### config.mk
export PLATFORM = sky130hd
export DESIGN_NAME = rv32i_inst_encoder_flat
export DESIGN_NICKNAME = d
export VERILOG_FILES = /design/src/rtl/rv32i_inst_encoder_if.sv /design/src/rtl/rv32i_inst_encoder.sv /design/src/flat_wrapper.sv
export SDC_FILE = /design/constraint.sdc
export NUM_CORES = 1
export LEC_CHECK = 0
export ABC_CLOCK_PERIOD_IN_PS = 6640
export BUFFER_PORTS_ARGS = -buffer_cell sky130_fd_sc_hd__buf_2
export CAP_MARGIN = 10
export CORE_MARGIN = 4
export CORE_UTILIZATION = 57
export DETAILED_ROUTE_END_ITERATION = 12
export PLACE_DENSITY = 0.83
export SKIP_LAST_GASP = 1
export SLEW_MARGIN = 20
export SYNTH_ARGS = -nofsm -noshare
export SYNTH_HDL_FRONTEND = slang
export SYNTH_SLANG_ARGS = --single-unit
### constraint.sdc
create_clock -name clk -period 6.64 [get_ports clk]
set_input_delay 0.996 -clock clk [delete_from_list [all_inputs] [get_ports clk]]
set_output_delay 0.996 -clock clk [all_outputs]
set_load 0.1 [all_outputs]
### src/rtl/rv32i_inst_encoder_if.sv
// Request/response bundle for the RV32I instruction encoder.
// The master issues symbolic instructions and consumes encoded words; the slave is the encoder.
interface rv32i_inst_encoder_if;
    logic        in_valid;
    logic        in_ready;
    logic [5:0]  in_op;
    logic [4:0]  in_rd;
    logic [4:0]  in_rs1;
    logic [4:0]  in_rs2;
    logic [31:0] in_imm;
    logic        out_valid;
    logic        out_ready;
    logic [31:0] out_inst;
    logic [31:0] out_addr;
    logic        err_pulse;
    logic        err_sticky;

    modport master (
        output in_valid, in_op, in_rd, in_rs1, in_rs2, in_imm, out_ready,
        input  in_ready, out_valid, out_inst, out_addr, err_pulse, err_sticky
    );

    modport slave (
        input  in_valid, in_op, in_rd, in_rs1, in_rs2, in_imm, out_ready,
        output in_ready, out_valid, out_inst, out_addr, err_pulse, err_sticky
    );
endinterface

### src/rtl/rv32i_inst_encoder.sv
// Streaming RV32I encoder: symbolic instruction in, packed 32-bit word plus address out.
// LI is expanded to LUI+ADDI; out-of-range or illegal requests are consumed and flagged.
module rv32i_inst_encoder #(
    parameter logic [31:0] BASE_ADDR = 32'h0000_0000,
    parameter logic [31:0] ADDR_STEP = 32'd4
) (
    input logic                 clk,
    input logic                 rst_n,
    rv32i_inst_encoder_if.slave bus
);
    typedef enum logic {IDLE, LI2} state_t;

    state_t      state_q, state_d;
    logic        accept, out_hs;
    logic        legal, li_two;
    logic [31:0] enc, li_word, pend_q;
    logic [19:0] lui_hi;
    logic        fits12, fits13, fits21;

    function automatic logic [2:0] f3_of(input logic [5:0] op);
        case (op)
            6'd5, 6'd11, 6'd16, 6'd24, 6'd29:           f3_of = 3'd1;
            6'd12, 6'd17, 6'd19, 6'd30:                 f3_of = 3'd2;
            6'd20, 6'd31:                               f3_of = 3'd3;
            6'd6, 6'd13, 6'd21, 6'd32:                  f3_of = 3'd4;
            6'd7, 6'd14, 6'd25, 6'd26, 6'd33, 6'd34:    f3_of = 3'd5;
            6'd8, 6'd22, 6'd35:                         f3_of = 3'd6;
            6'd9, 6'd23, 6'd36:                         f3_of = 3'd7;
            default:                                    f3_of = 3'd0;
        endcase
    endfunction

    assign bus.in_ready = (state_q == IDLE) && (!bus.out_valid || bus.out_ready);
    assign accept       = bus.in_valid && bus.in_ready;
    assign out_hs       = bus.out_valid && bus.out_ready;

    // Sign-fit tests: all bits above the signed field width must equal its sign bit.
    assign fits12 = (bus.in_imm[31:11] == '0) || (bus.in_imm[31:11] == '1);
    assign fits13 = (bus.in_imm[31:12] == '0) || (bus.in_imm[31:12] == '1);
    assign fits21 = (bus.in_imm[31:20] == '0) || (bus.in_imm[31:20] == '1);
    // (imm + 0x800) >> 12 reduces to the upper field plus the carry out of bit 11.
    assign lui_hi = bus.in_imm[31:12] + {19'd0, bus.in_imm[11]};

    always_comb begin
        enc     = '0;
        legal   = 1'b1;
        li_two  = 1'b0;
        li_word = {bus.in_imm[11:0], bus.in_rd, 3'b000, bus.in_rd, 7'b0010011};
        case (bus.in_op) inside
            6'd0, 6'd1: begin
                legal = (bus.in_imm[31:20] == '0);
                enc   = {bus.in_imm[19:0], bus.in_rd, (bus.in_op == 6'd0) ? 7'b0110111 : 7'b0010111};
            end
            6'd2: begin
                legal = fits21 && !bus.in_imm[0];
                enc   = {bus.in_imm[20], bus.in_imm[10:1], bus.in_imm[11], bus.in_imm[19:12],
                         bus.in_rd, 7'b1101111};
            end
            6'd3: begin
                legal = fits12;
                enc   = {bus.in_imm[11:0], bus.in_rs1, 3'b000, bus.in_rd, 7'b1100111};
            end
            [6'd4:6'd9]: begin
                legal = fits13 && !bus.in_imm[0];
                enc   = {bus.in_imm[12], bus.in_imm[10:5], bus.in_rs2, bus.in_rs1, f3_of(bus.in_op),
                         bus.in_imm[4:1], bus.in_imm[11], 7'b1100011};
            end
            [6'd10:6'd14]: begin
                legal = fits12;
                enc   = {bus.in_imm[11:0], bus.in_rs1, f3_of(bus.in_op), bus.in_rd, 7'b0000011};
            end
            [6'd15:6'd17]: begin
                legal = fits12;
                enc   = {bus.in_imm[11:5], bus.in_rs2, bus.in_rs1, f3_of(bus.in_op),
                         bus.in_imm[4:0], 7'b0100011};
            end
            [6'd18:6'd23]: begin
                legal = fits12;
                enc   = {bus.in_imm[11:0], bus.in_rs1, f3_of(bus.in_op), bus.in_rd, 7'b0010011};
            end
            [6'd24:6'd26]: begin
                legal = (bus.in_imm[31:5] == '0);
                enc   = {(bus.in_op == 6'd26) ? 7'h20 : 7'h00, bus.in_imm[4:0], bus.in_rs1,
                         f3_of(bus.in_op), bus.in_rd, 7'b0010011};
            end
            [6'd27:6'd36]: begin
                enc = {(bus.in_op == 6'd28 || bus.in_op == 6'd34) ? 7'h20 : 7'h00, bus.in_rs2,
                       bus.in_rs1, f3_of(bus.in_op), bus.in_rd, 7'b0110011};
            end
            6'd37: begin
                legal = (bus.in_imm[31:8] == '0);
                enc   = {4'h0, bus.in_imm[7:0], 5'd0, 3'b000, 5'd0, 7'b0001111};
            end
            6'd38: enc = 32'h0000_100F;
            6'd39: enc = 32'h0000_0073;
            6'd40: enc = 32'h0010_0073;
            6'd41: begin
                if (fits12) begin
                    enc = {bus.in_imm[11:0], 5'd0, 3'b000, bus.in_rd, 7'b0010011};
                end else begin
                    enc    = {lui_hi, bus.in_rd, 7'b0110111};
                    li_two = (bus.in_imm[11:0] != '0);
                end
            end
            default: legal = 1'b0;
        endcase
    end

    always_comb begin
        state_d = state_q;
        case (state_q)
            IDLE: if (accept && legal && li_two) state_d = LI2;
            LI2:  if (out_hs) state_d = IDLE;
            default: state_d = IDLE;
        endcase
    end

    always_ff @(posedge clk or negedge rst_n) begin
        if (!rst_n) begin
            state_q <= IDLE;
        end else begin
            state_q <= state_d;
        end
    end

    always_ff @(posedge clk or negedge rst_n) begin
        if (!rst_n) begin
            bus.out_valid  <= 1'b0;
            bus.out_inst   <= '0;
            bus.out_addr   <= BASE_ADDR;
            bus.err_pulse  <= 1'b0;
            bus.err_sticky <= 1'b0;
            pend_q         <= '0;
        end else begin
            bus.err_pulse <= accept && !legal;
            if (accept && !legal) bus.err_sticky <= 1'b1;
            if (out_hs) bus.out_addr <= bus.out_addr + ADDR_STEP;

            if (state_q == LI2 && out_hs) begin
                bus.out_inst <= pend_q;
            end else if (accept && legal) begin
                bus.out_valid <= 1'b1;
                bus.out_inst  <= enc;
                if (li_two) pend_q <= li_word;
            end else if (out_hs) begin
                bus.out_valid <= 1'b0;
            end
        end
    end
endmodule
### src/flat_wrapper.sv
// flat-port wrapper written by rule: the top's interface ports become plain ports
module rv32i_inst_encoder_flat 
#(
    parameter logic [31:0] BASE_ADDR = 32'h0000_0000,
    parameter logic [31:0] ADDR_STEP = 32'd4
)
  (clk, rst_n, bus_in_valid, bus_in_op, bus_in_rd, bus_in_rs1, bus_in_rs2, bus_in_imm, bus_out_ready, bus_in_ready, bus_out_valid, bus_out_inst, bus_out_addr, bus_err_pulse, bus_err_sticky);
  rv32i_inst_encoder_if bus_i ();
  input logic clk;
  input logic rst_n;
  input wire logic [$bits(bus_i.in_valid)-1:0] bus_in_valid;
  input wire logic [$bits(bus_i.in_op)-1:0] bus_in_op;
  input wire logic [$bits(bus_i.in_rd)-1:0] bus_in_rd;
  input wire logic [$bits(bus_i.in_rs1)-1:0] bus_in_rs1;
  input wire logic [$bits(bus_i.in_rs2)-1:0] bus_in_rs2;
  input wire logic [$bits(bus_i.in_imm)-1:0] bus_in_imm;
  input wire logic [$bits(bus_i.out_ready)-1:0] bus_out_ready;
  output wire logic [$bits(bus_i.in_ready)-1:0] bus_in_ready;
  output wire logic [$bits(bus_i.out_valid)-1:0] bus_out_valid;
  output wire logic [$bits(bus_i.out_inst)-1:0] bus_out_inst;
  output wire logic [$bits(bus_i.out_addr)-1:0] bus_out_addr;
  output wire logic [$bits(bus_i.err_pulse)-1:0] bus_err_pulse;
  output wire logic [$bits(bus_i.err_sticky)-1:0] bus_err_sticky;
  assign bus_i.in_valid = bus_in_valid;
  assign bus_i.in_op = bus_in_op;
  assign bus_i.in_rd = bus_in_rd;
  assign bus_i.in_rs1 = bus_in_rs1;
  assign bus_i.in_rs2 = bus_in_rs2;
  assign bus_i.in_imm = bus_in_imm;
  assign bus_i.out_ready = bus_out_ready;
  assign bus_in_ready = bus_i.in_ready;
  assign bus_out_valid = bus_i.out_valid;
  assign bus_out_inst = bus_i.out_inst;
  assign bus_out_addr = bus_i.out_addr;
  assign bus_err_pulse = bus_i.err_pulse;
  assign bus_err_sticky = bus_i.err_sticky;
  rv32i_inst_encoder #(.BASE_ADDR(BASE_ADDR), .ADDR_STEP(ADDR_STEP)) u_core (.clk(clk), .rst_n(rst_n), .bus(bus_i));
endmodule
==> flow_metrics.tcl, run 1 <==
set metrics [dict create \
    place.port_buffers 122 \
    nNetsFinal 798 \
    wl_um 18700 \
    track_usage 0.319 \
    grt_pass1_wl_um 29300 \
    num_rows 36 \
    cts.sinks 83 \
    post_cts_buffers 0 \
    drive_above_1_share 0.254 \
    gr-total-overflow 0 \
    mostFrequentLayoutCells "121 x buf_2, 83 x dfrtp_1, 57 x nand2_1, 38 x nor2_1, 38 x nand3_1" \
    hold_viol_final 0 \
    ys_seq_area_frac 0.358 \
    syn_area_mm2 0.00580 \
    yosys_register_bits 83 \
    drt_first_pass_iters 5 \
    r2r-start "u_core.bus.out_valid$_DFFE_PN0P_" \
    start_util 0.588 \
    ant_nets 0 \
    synth_top_area_frac 0.358 \
    finalCritPeriodShare 0.734 \
    rsz0062_at_grt "no" \
    tightestPinTransition_ns 0.990 \
    synth-compound-area-share 0.218 \
    n_antenna_cell 0 \
    cp_max_fo 45 \
    maxCapViolations 0 \
    rr_worst_depth 4 \
    root_buffer "clkbuf_8" \
    avgSynthCellArea_um2 9.01 \
    min_from "u_core.pend_q[4]$_DFFE_PN0P_" \
    crit_arrival_ns 5.11 \
    fp.coreArea_mm2 0.00986 \
    vias_per_cell 6.59 \
    drc_errors 0 \
    wl_per_cell_um 21.5 \
    hold_class "register to register" \
    gp_congestion 0.981 \
    worstHoldPathCells 1 \
    slew_viol_final 0 \
    drtIter0Drc 562 \
    post-route-min-period_ns 4.87 \
    synth_adder_area_share 0.0216 \
    clock_skew_ns 0.0130 \
    slew_headroom 0.340 \
    cp.required_ns 6.88 \
    regToRegSetupSlack_ns 3.14 \
    clk_pin_slew_worst_paths_ns 0.08 \
    ioPinCount 125 \
    yosys_warnings 0 \
    whs_endpoint "u_core.pend_q[4]$_DFFE_PN0P_" \
    grt_max_degree 84 \
    async_flop_share 1.00 \
    yosys.area.top_type "dfrtp_1" \
    dieArea_mm2 0.0119 \
    grt_pass1_vias 5407 \
    worst_ir_drop_vdd_uv 281 \
    regToRegEndpoint "u_core.pend_q[15]$_DFFE_PN0P_" \
    antenna_found_initial 0 \
    netlist_top_cells_area "dfrtp_1 36%, xnor2_1 5.0%, nand2_1 3.7%, nand3_1 3.3%, a21oi_1 2.7%" \
    power_density_mw_per_mm2 278 \
    htree_levels 3 \
    fmax_mhz 205 \
    vias 5729 \
    die_width_um 109 \
    synth_mux_area_frac 0.0492 \
    synthSimpleGateAreaFrac 0.232 \
    setup.worst_path.end_class "register" \
    cp-start-kind "input port" \
    synth_edf_count 0 \
    finalNonFillerCells 869 \
    netlist_instances 644 \
    setup_viol_count_final 0 \
    outcome "completed" \
    cts_resized 0 \
    fin_setup_tns_ns 0 \
    path_class "input port to register" \
    cts_buffer_depth 2 \
    chipHeight_um 109 \
    dp.cells 853 \
    whs_ns 0.474 \
    p_leak_nw 3.05 \
    synth_top_family_by_area "simple AND/OR/NAND/NOR gates" \
    clk_latency_ns 0.36 \
    place_hpwl_um 14300 \
    syn_to_final_growth_pct 12.6 \
    synthXorXnorAreaFrac 0.0664 \
    synth_ff_type "dfrtp_1" \
    cts_tree "yes" \
    postCtsHoldBufs 0 \
    final_common_cell "buf_2" \
    cts_made_buffers 9 \
    synth.distinct_cells 77 \
]
[where the power goes]
part,leakage (nW),internal (mW),switching [mW]
combinational,1.87,0.160,0.693
clock,0.0831,0.137,0.191
sequential,1.10,0.576,0.0568
[critical path, stage by stage]
cell     delay [ns]
buf_2          0.17
inv_1          0.22
ha_1           0.44
o21a_1         0.67
nor2_1         0.14
a22oi_2        0.23
nand4_4        0.57
or4_1          1.18
mux2_1         0.49
[stage by stage]
stage,power [mW],area (µm²),setup slack (ns),util
after CTS,1.82,6530,1.84,0.662
after global routing,1.89,6530,1.46,0.662
final,1.81,6530,1.77,0.662
after floorplan,1.31,5810,2.37,-
after detailed placement,1.49,6350,1.47,0.644
after global placement,1.48,6350,1.59,0.644
[sequential cells by signal (all words and copies together), names as in the netlist]
register               cells
u_core.bus.out_addr       30
u_core.state_q             1
u_core.bus.err_sticky      1
u_core.bus.out_valid       1
u_core.bus.err_pulse       1
u_core.pend_q             18
u_core.bus.out_inst       31
[synth_stat cells (all sizes together), types with 6 or more instances]
master / count
o221a: 6
nand3: 39
and3: 13
a21oi: 31
xor2: 11
nor3: 25
nor2b: 11
a221o: 13
xnor2: 33
buf: 27
a221oi: 9
mux2: 18
nand4: 15
o22ai: 14
clkbuf: 21
nor2: 38
and4: 7
nand2: 57
a22oi: 10
nor4: 7
or2: 8
inv: 20
ha: 10
o21ai: 32
dfrtp: 83
[metal layers]
layer,part of all wire,vias up,track usage
met5,0,-,0
met2,0.47,312,0.508
li1,-,2579,-
met4,0.029,0,0.115
met1,0.41,2796,0.442
met3,0.085,42,0.0491
[worst max-delay path by stage]
stage,start,to,slack (ns)
finish,bus_in_op[1],u_core.pend_q[15]$_DFFE_PN0P_,1.77
CTS,bus_in_op[1],u_core.pend_q[15]$_DFFE_PN0P_,1.84
global route,bus_in_op[1],u_core.pend_q[21]$_DFFE_PN0P_,1.46
detailed placement,bus_in_op[1],u_core.pend_q[15]$_DFFE_PN0P_,1.47
global placement,bus_in_op[1],u_core.pend_q[31]$_DFFE_PN0P_,1.59
floorplan,bus_out_ready,u_core.pend_q[23]$_DFFE_PN0P_,2.37
[logic make-up (layout without fill, tap and decap cells)]
logic type,after synthesis,count (layout)
fa+ha+maj,10,10
compound gates,174,174
other cells,1,2
mux,22,22
simple gates,242,242
xor+xnor,44,44
buf+inv,68,159
flops,83,83
[area by class of cell]
cell class / count / area (µm²)
inverters: 20 / 75.1
clock buffers: 9 / 124
multi-input cells: 494 / 3410
well taps: 133 / 166
fillers: 837 / 3330
flip-flops and latches: 83 / 2080
clock inverters: 7 / 52.6
repair buffers: 123 / 624
No activity file was read; power rests on OpenSTA's default activity.
==> inputs of run 2 (changes only) <==
--- a/config.mk
+++ b/config.mk
@@ -5,13 +5,14 @@
 export SDC_FILE = /design/constraint.sdc
 export NUM_CORES = 1
 export LEC_CHECK = 0
-export ABC_CLOCK_PERIOD_IN_PS = 6640
+export ABC_AREA = 1
+export ABC_CLOCK_PERIOD_IN_PS = 4300
 export BUFFER_PORTS_ARGS = -buffer_cell sky130_fd_sc_hd__buf_2
 export CAP_MARGIN = 10
 export CORE_MARGIN = 4
-export CORE_UTILIZATION = 57
+export CORE_UTILIZATION = 51
 export DETAILED_ROUTE_END_ITERATION = 12
-export PLACE_DENSITY = 0.83
+export PLACE_DENSITY = 0.78
 export SKIP_LAST_GASP = 1
 export SLEW_MARGIN = 20
 export SYNTH_ARGS = -nofsm -noshare
==> constraint.sdc (replaced) <==
create_clock -name clk -period 4.3 [get_ports clk]
set_input_delay 0.645 -clock clk [delete_from_list [all_inputs] [get_ports clk]]
set_output_delay 0.645 -clock clk [all_outputs]
set_load 0.1 [all_outputs]
==> run 2 against run 1 <==
Compared with the run above: wire length rose by 0.77%; clock-buffer cell count rose by 1; sequential cell count did not move; critical path depth rose by 6; sequential power rose by 69%; cell count rose by 39%; final area rose by 11%; die area rose by 19%; first-iteration DRC count rose by 2.0%; via count rose by 16%; sequential share of layout area fell by 3.1 points; largest cell class unchanged.
==> flow_metrics.tcl, run 2 <==
set metrics [dict create \
    outcome "completed" \
    finalCritPeriodShare 0.685 \
    cts_resized 0 \
    drc_errors 0 \
    final_common_cell "nand2_1" \
    async_flop_share 1.00 \
    largest_reg_flops 31 \
    wl_per_cell_um 15.6 \
    cts_tree "yes" \
    grt_pass1_wl_um 31100 \
    slew_viol_final 0 \
    drt_first_pass_iters 5 \
    rr_worst_depth 12 \
    die_width_um 119 \
    worstPathCellList "buf_2, inv_1, ha_1, nand3_1, o21ai_0, nand2_1, inv_1, nor2_1, a21oi_1, nand2_1, nand3_2, nand3_2, buf_4, nand3_1, o21ai_0" \
    vias 6630 \
    ys_seq_area_frac 0.333 \
    r2r-start "u_core.bus.out_addr[2]$_DFFE_PN0P_" \
    clk_pin_slew_worst_paths_ns 0.06 \
    cp-start-kind "input port" \
    vias_per_cell 5.47 \
    n_antenna_cell 0 \
    setup.worst_path.end_class "register" \
    fp.coreArea_mm2 0.0120 \
    setup_viol_count_final 0 \
    tightestPinTransition_ns 0.772 \
    chipHeight_um 119 \
    post-route-min-period_ns 2.95 \
    critical_path_buf_inv_count 4 \
    synth_edf_count 0 \
    gp_congestion 1.02 \
    grt_max_degree 84 \
    syn_to_final_growth_pct 16.0 \
    path_class "input port to register" \
    cts_buffer_depth 2 \
    postCtsHoldBufs 0 \
    ioPinCount 125 \
    yosys_register_bits 83 \
    netlist_instances 951 \
    maxCapViolations 0 \
    synth.distinct_cells 45 \
    whs_ns 0.343 \
    slew_headroom 0.485 \
    cp_max_fo 18 \
    hold_viol_final 0 \
    drive_above_1_share 0.170 \
    fillers 1184 \
    top_register "u_core.bus.out_inst" \
    yosys.area.top_type "dfrtp_1" \
    root_buffer "clkbuf_16" \
    htree_levels 3 \
    clock_skew_ns 0.00538 \
    dieArea_mm2 0.0141 \
    drtIter0Drc 573 \
    fmax_mhz 340 \
    crit_family "simple AND/OR/NAND/NOR gates" \
    place.port_buffers 122 \
    wl_um 18900 \
    yosysMostFrequentCell "nand2_1" \
    synth_top_area_frac 0.333 \
    num_rows 40 \
    post_cts_buffers 0 \
    cts.sinks 83 \
    p_leak_nw 3.97 \
    cp.required_ns 4.51 \
    place_hpwl_um 15000 \
    place_ws_ns 1.05 \
    crit_start "bus_in_op[1]" \
    grt_pass1_vias 6287 \
    clk_latency_ns 0.33 \
    synthTopCellsByCount "308 x nand2_1, 97 x nand3_1, 92 x nor2_1, 86 x inv_1, 83 x dfrtp_1" \
    ant_nets 0 \
    worst_ir_drop_vdd_uv 392 \
    antenna_found_initial 0 \
    gr-total-overflow 0 \
    rsz0062_at_grt "no" \
    fin_setup_tns_ns 0 \
    hold_class "input port to async pin" \
    avgSynthCellArea_um2 6.57 \
    syn_area_mm2 0.00624 \
    netlist_top_cells_area "dfrtp_1 33%, nand2_1 19%, nand3_1 7.8%, nor2_1 5.5%, inv_1 5.2%" \
    worst_path_max_delay_cell "ha_1" \
    yosys_warnings 0 \
    nNetsFinal 1127 \
    max_stage_delay_ns 0.32 \
    regToRegSetupSlack_ns 1.73 \
    track_usage 0.269 \
    mostFrequentLayoutCells "308 x nand2_1, 121 x buf_2, 97 x nand3_1, 92 x nor2_1, 86 x inv_1" \
    power_density_mw_per_mm2 533 \
    cts_made_buffers 9 \
    regToRegEndpoint "u_core.bus.out_addr[28]$_DFFE_PN0P_" \
    seq_area_mm2 0.00208 \
    crit_arrival_ns 3.15 \
    multi_input_area_mm2 0.00362 \
    largestRegisters "u_core.bus.out_inst (31), u_core.bus.out_addr (30), u_core.pend_q (18)" \
    fin_ws_ns 1.35 \
    synth_ff_type "dfrtp_1" \
    start_util 0.520 \
]
==> run 2: cell families after synthesis <==
kind of cell	Yosys count	share of synthesized area
flops	83	0.333
buf+inv	130	0.0888
xor+xnor	42	0.0589
simple gates	556	0.383
compound gates	129	0.116
other cells	1	0.000601
fa+ha+maj	10	0.0200
==> run 2: through the flow <==
| step | util | power [mW] | area (µm²) | instances |
|---|---|---|---|---|
| floorplan | - | 2.67 | 6250 | 952 |
| global placement | 0.575 | 3.03 | 6910 | 1196 |
| detailed placement | 0.575 | 3.04 | 6910 | 1196 |
| CTS | 0.603 | 3.88 | 7240 | 1212 |
| global route | 0.603 | 4.02 | 7240 | 1212 |
| finish | 0.603 | 3.86 | 7240 | 1212 |
==> run 2: where the power goes <==
part	internal, mW	switching, mW	total, mW	leakage, nW
registers	0.953	0.114	1.07	1.10
logic	0.304	1.66	1.97	2.70
clock network	0.525	0.303	0.828	0.163
==> run 2: worst max-delay path by stage <==
stage	endpoint	slack (ns)	depth (start not counted)
3_5_place_dp	u_core.bus.out_inst[14]$_DFFE_PN0P_	1.05	21
5_1_grt	u_core.bus.out_inst[14]$_DFFE_PN0P_	0.94	21
3_3_place_gp	u_core.bus.out_inst[16]$_DFFE_PN0P_	1.09	21
6_report	u_core.bus.out_inst[14]$_DFFE_PN0P_	1.35	15
4_1_cts	u_core.bus.out_inst[14]$_DFFE_PN0P_	1.41	15
2_1_floorplan	u_core.bus.out_inst[14]$_DFFE_PN0P_	0.94	8
==> run 2: worst reg2reg max path, delay by kind of cell, from the launching register on <==
kind          cells  cell delay, ns
buf+inv           3            0.21
flops             1            0.41
fa+ha+maj         1            0.16
simple gates      7            1.55
xor+xnor          1            0.17
==> run 2: layout make-up <==
cell class	count	area share
Clock inverter	6	0.0121
Clock buffer	10	0.0330
Timing Repair Buffer	129	0.0924
Tap cell	147	0.0254
Inverter	98	0.0508
Multi-Input combinational cell	739	0.499
Sequential cell	83	0.287
==> run 2: per-layer routing <==
metal  global-route usage  routed length (µm)  share of wire
met2                0.439                8740           0.46
met1                0.359                8200           0.43
met5                    0                   0              0
met3               0.0340                1270          0.067
met4                0.120                 658          0.035
==> inputs of run 3 (changes only) <==
--- a/config.mk
+++ b/config.mk
@@ -6,7 +6,7 @@
 export NUM_CORES = 1
 export LEC_CHECK = 0
 export ABC_AREA = 1
-export ABC_CLOCK_PERIOD_IN_PS = 4300
+export ABC_CLOCK_PERIOD_IN_PS = 2700
 export BUFFER_PORTS_ARGS = -buffer_cell sky130_fd_sc_hd__buf_2
 export CAP_MARGIN = 10
 export CORE_MARGIN = 4
==> constraint.sdc (replaced) <==
create_clock -name clk -period 2.7 [get_ports clk]
set_input_delay 0.405 -clock clk [delete_from_list [all_inputs] [get_ports clk]]
set_output_delay 0.405 -clock clk [all_outputs]
set_load 0.1 [all_outputs]
==> run 3 against run 2 <==
Compared with the run above: clock skew barely moved; global-route usage rose by 0.30 points; total power rose by 56%; first-iteration DRC count fell by 11%.
==> flow_metrics.tcl, run 3 (synthesized netlist as in run 2, its figures left out) <==
set metrics [dict create \
    regToRegEndpoint "u_core.bus.out_addr[28]$_DFFE_PN0P_" \
    rr_worst_depth 13 \
    drtIter0Drc 510 \
    root_buffer "clkbuf_16" \
    maxCapViolations 0 \
    num_rows 40 \
    die_width_um 119 \
    clk_pin_slew_worst_paths_ns 0.06 \
    grt_max_degree 50 \
    use_met3 0.0469 \
    power_density_mw_per_mm2 800 \
    start_util 0.520 \
    met1_usage 0.365 \
    post-route-min-period_ns 2.40 \
    p_leak_nw 4.13 \
    cts.sinks 83 \
    cp-start-kind "input port" \
    gr-total-overflow 0 \
    drt_first_pass_iters 6 \
    slew_headroom 0.590 \
    grt_pass1_wl_um 31500 \
    nNetsFinal 1166 \
    dp.cells 1235 \
    wl_um 19300 \
    vias_per_cell 5.55 \
    drc_errors 0 \
    tightestPinTransition_ns 0.615 \
    vias 6944 \
    setup.worst_path.end_class "register" \
    clock_skew_ns 0.00501 \
    dieArea_mm2 0.0141 \
    clk_latency_ns 0.33 \
    setup_viol_count_final 0 \
    post_cts_buffers 0 \
    hold_viol_final 0 \
    htree_levels 3 \
    ioPinCount 125 \
    worst_ir_drop_vdd_uv 678 \
    cp_max_fo 15 \
    cp.required_ns 2.97 \
    fin_area_mm2 0.00751 \
    total_power_mw 6.00 \
    mostFrequentLayoutCells "307 x nand2_1, 121 x buf_2, 97 x nand3_1, 92 x nor2_1, 86 x inv_1" \
    outcome "completed" \
    largestRegisters "u_core.bus.out_inst (31), u_core.bus.out_addr (30), u_core.pend_q (18)" \
    grtUsageMet2 0.437 \
    grt_pass1_vias 6472 \
    final_common_cell "nand2_1" \
    place.port_buffers 122 \
    fp.coreArea_mm2 0.0120 \
    path_class "input port to register" \
    place_ws_ns 0.0134 \
    r2r-start "u_core.bus.out_addr[2]$_DFFE_PN0P_" \
    cts_tree "yes" \
    cts_buffer_depth 2 \
    finalNonFillerCells 1251 \
    hold_class "input port to async pin" \
    slew_viol_final 0 \
    place_hpwl_um 15500 \
    finalCritPeriodShare 0.887 \
    wl_per_cell_um 15.4 \
    syn_to_final_growth_pct 20.2 \
    final_util 0.625 \
    n_antenna_cell 0 \
    fillers 1140 \
    fin_ws_ns 0.304 \
    antenna_found_initial 1 \
    regToRegSetupSlack_ns 0.39 \
    largest_reg_flops 31 \
    grt.busiest_layer "met2" \
    top_register "u_core.bus.out_inst" \
    whs_ns 0.0859 \
    fmax_mhz 417 \
    placed_area_mm2 0.00722 \
    cts_made_buffers 9 \
    ant_nets 0 \
    fin_setup_tns_ns 0 \
    rsz0062_at_grt "no" \
    drive_above_1_share 0.205 \
    track_usage 0.272 \
    crit_arrival_ns 2.66 \
    chipHeight_um 119 \
    gp_congestion 1.03 \
]
-- run 3: cell types whose count changed in the layout (fill, tap and decap cells not counted), moves of 2 or more --
cell       previous run  this run
dfrtp_2               0         4
clkinv_2              2         4
dfrtp_1              83        79
buf_4                 7        46
bufinv_16             2         0
-- run 3: per-layer routing --
metal | vias up | share of wire
met5 | - | 0.00036
met2 | 355 | 0.47
met1 | 3155 | 0.42
li1 | 3377 | -
met4 | 2 | 0.034
met3 | 55 | 0.080
-- run 3: worst max-delay path by stage --
stage | start | end | depth (start not counted)
5_1_grt | bus_in_op[0] | u_core.bus.out_inst[19]$_DFFE_PN0P_ | 21
6_report | bus_in_op[0] | u_core.pend_q[16]$_DFFE_PN0P_ | 21
2_1_floorplan | u_core.bus.out_addr[2]$_DFFE_PN0P_ | u_core.bus.out_addr[28]$_DFFE_PN0P_ | 12
3_5_place_dp | bus_in_op[0] | u_core.bus.out_inst[14]$_DFFE_PN0P_ | 21
3_3_place_gp | bus_in_op[1] | u_core.bus.out_inst[29]$_DFFE_PN0P_ | 16
4_1_cts | bus_in_op[0] | u_core.pend_q[16]$_DFFE_PN0P_ | 21
-- run 3: worst max-delay path, cell delays in order --
cell and delay (ns):
buf_2 0.13, inv_1 0.12, ha_1 0.22, inv_1 0.09, nand2_1 0.08, nand2_1 0.07, o21ai_1 0.24, nand2_2 0.15
nand2_1 0.09, inv_1 0.04, nand2_1 0.05, nand2_1 0.05, nand2_1 0.06, nand2_1 0.05, nand2_1 0.05, nand2_1 0.05
nand3_2 0.09, nand3_2 0.14, inv_2 0.26, nand3_1 0.14, nand2_1 0.10
-- run 3: timing repair --
item	CTS	global route
resized for setup	0	1
hold buffers	0	0
setup endpoints to repair	0	1
-- run 3: area by class of cell --
class	count	area (µm²)	share of cell area
flip-flops and latches	83	2080	0.277
inverters	98	368	0.0490
repair buffers	168	971	0.129
well taps	147	184	0.0245
multi-input cells	739	3620	0.482
clock inverters	5	27.5	0.00367
clock buffers	11	253	0.0337
-- run 3: where the power goes --
| group | leakage [nW] | switching (mW) | internal [mW] |
|---|---|---|---|
| Combinational | 2.90 | 2.65 | 0.516 |
| Clock | 0.141 | 0.461 | 0.665 |
| Sequential | 1.09 | 0.190 | 1.52 |
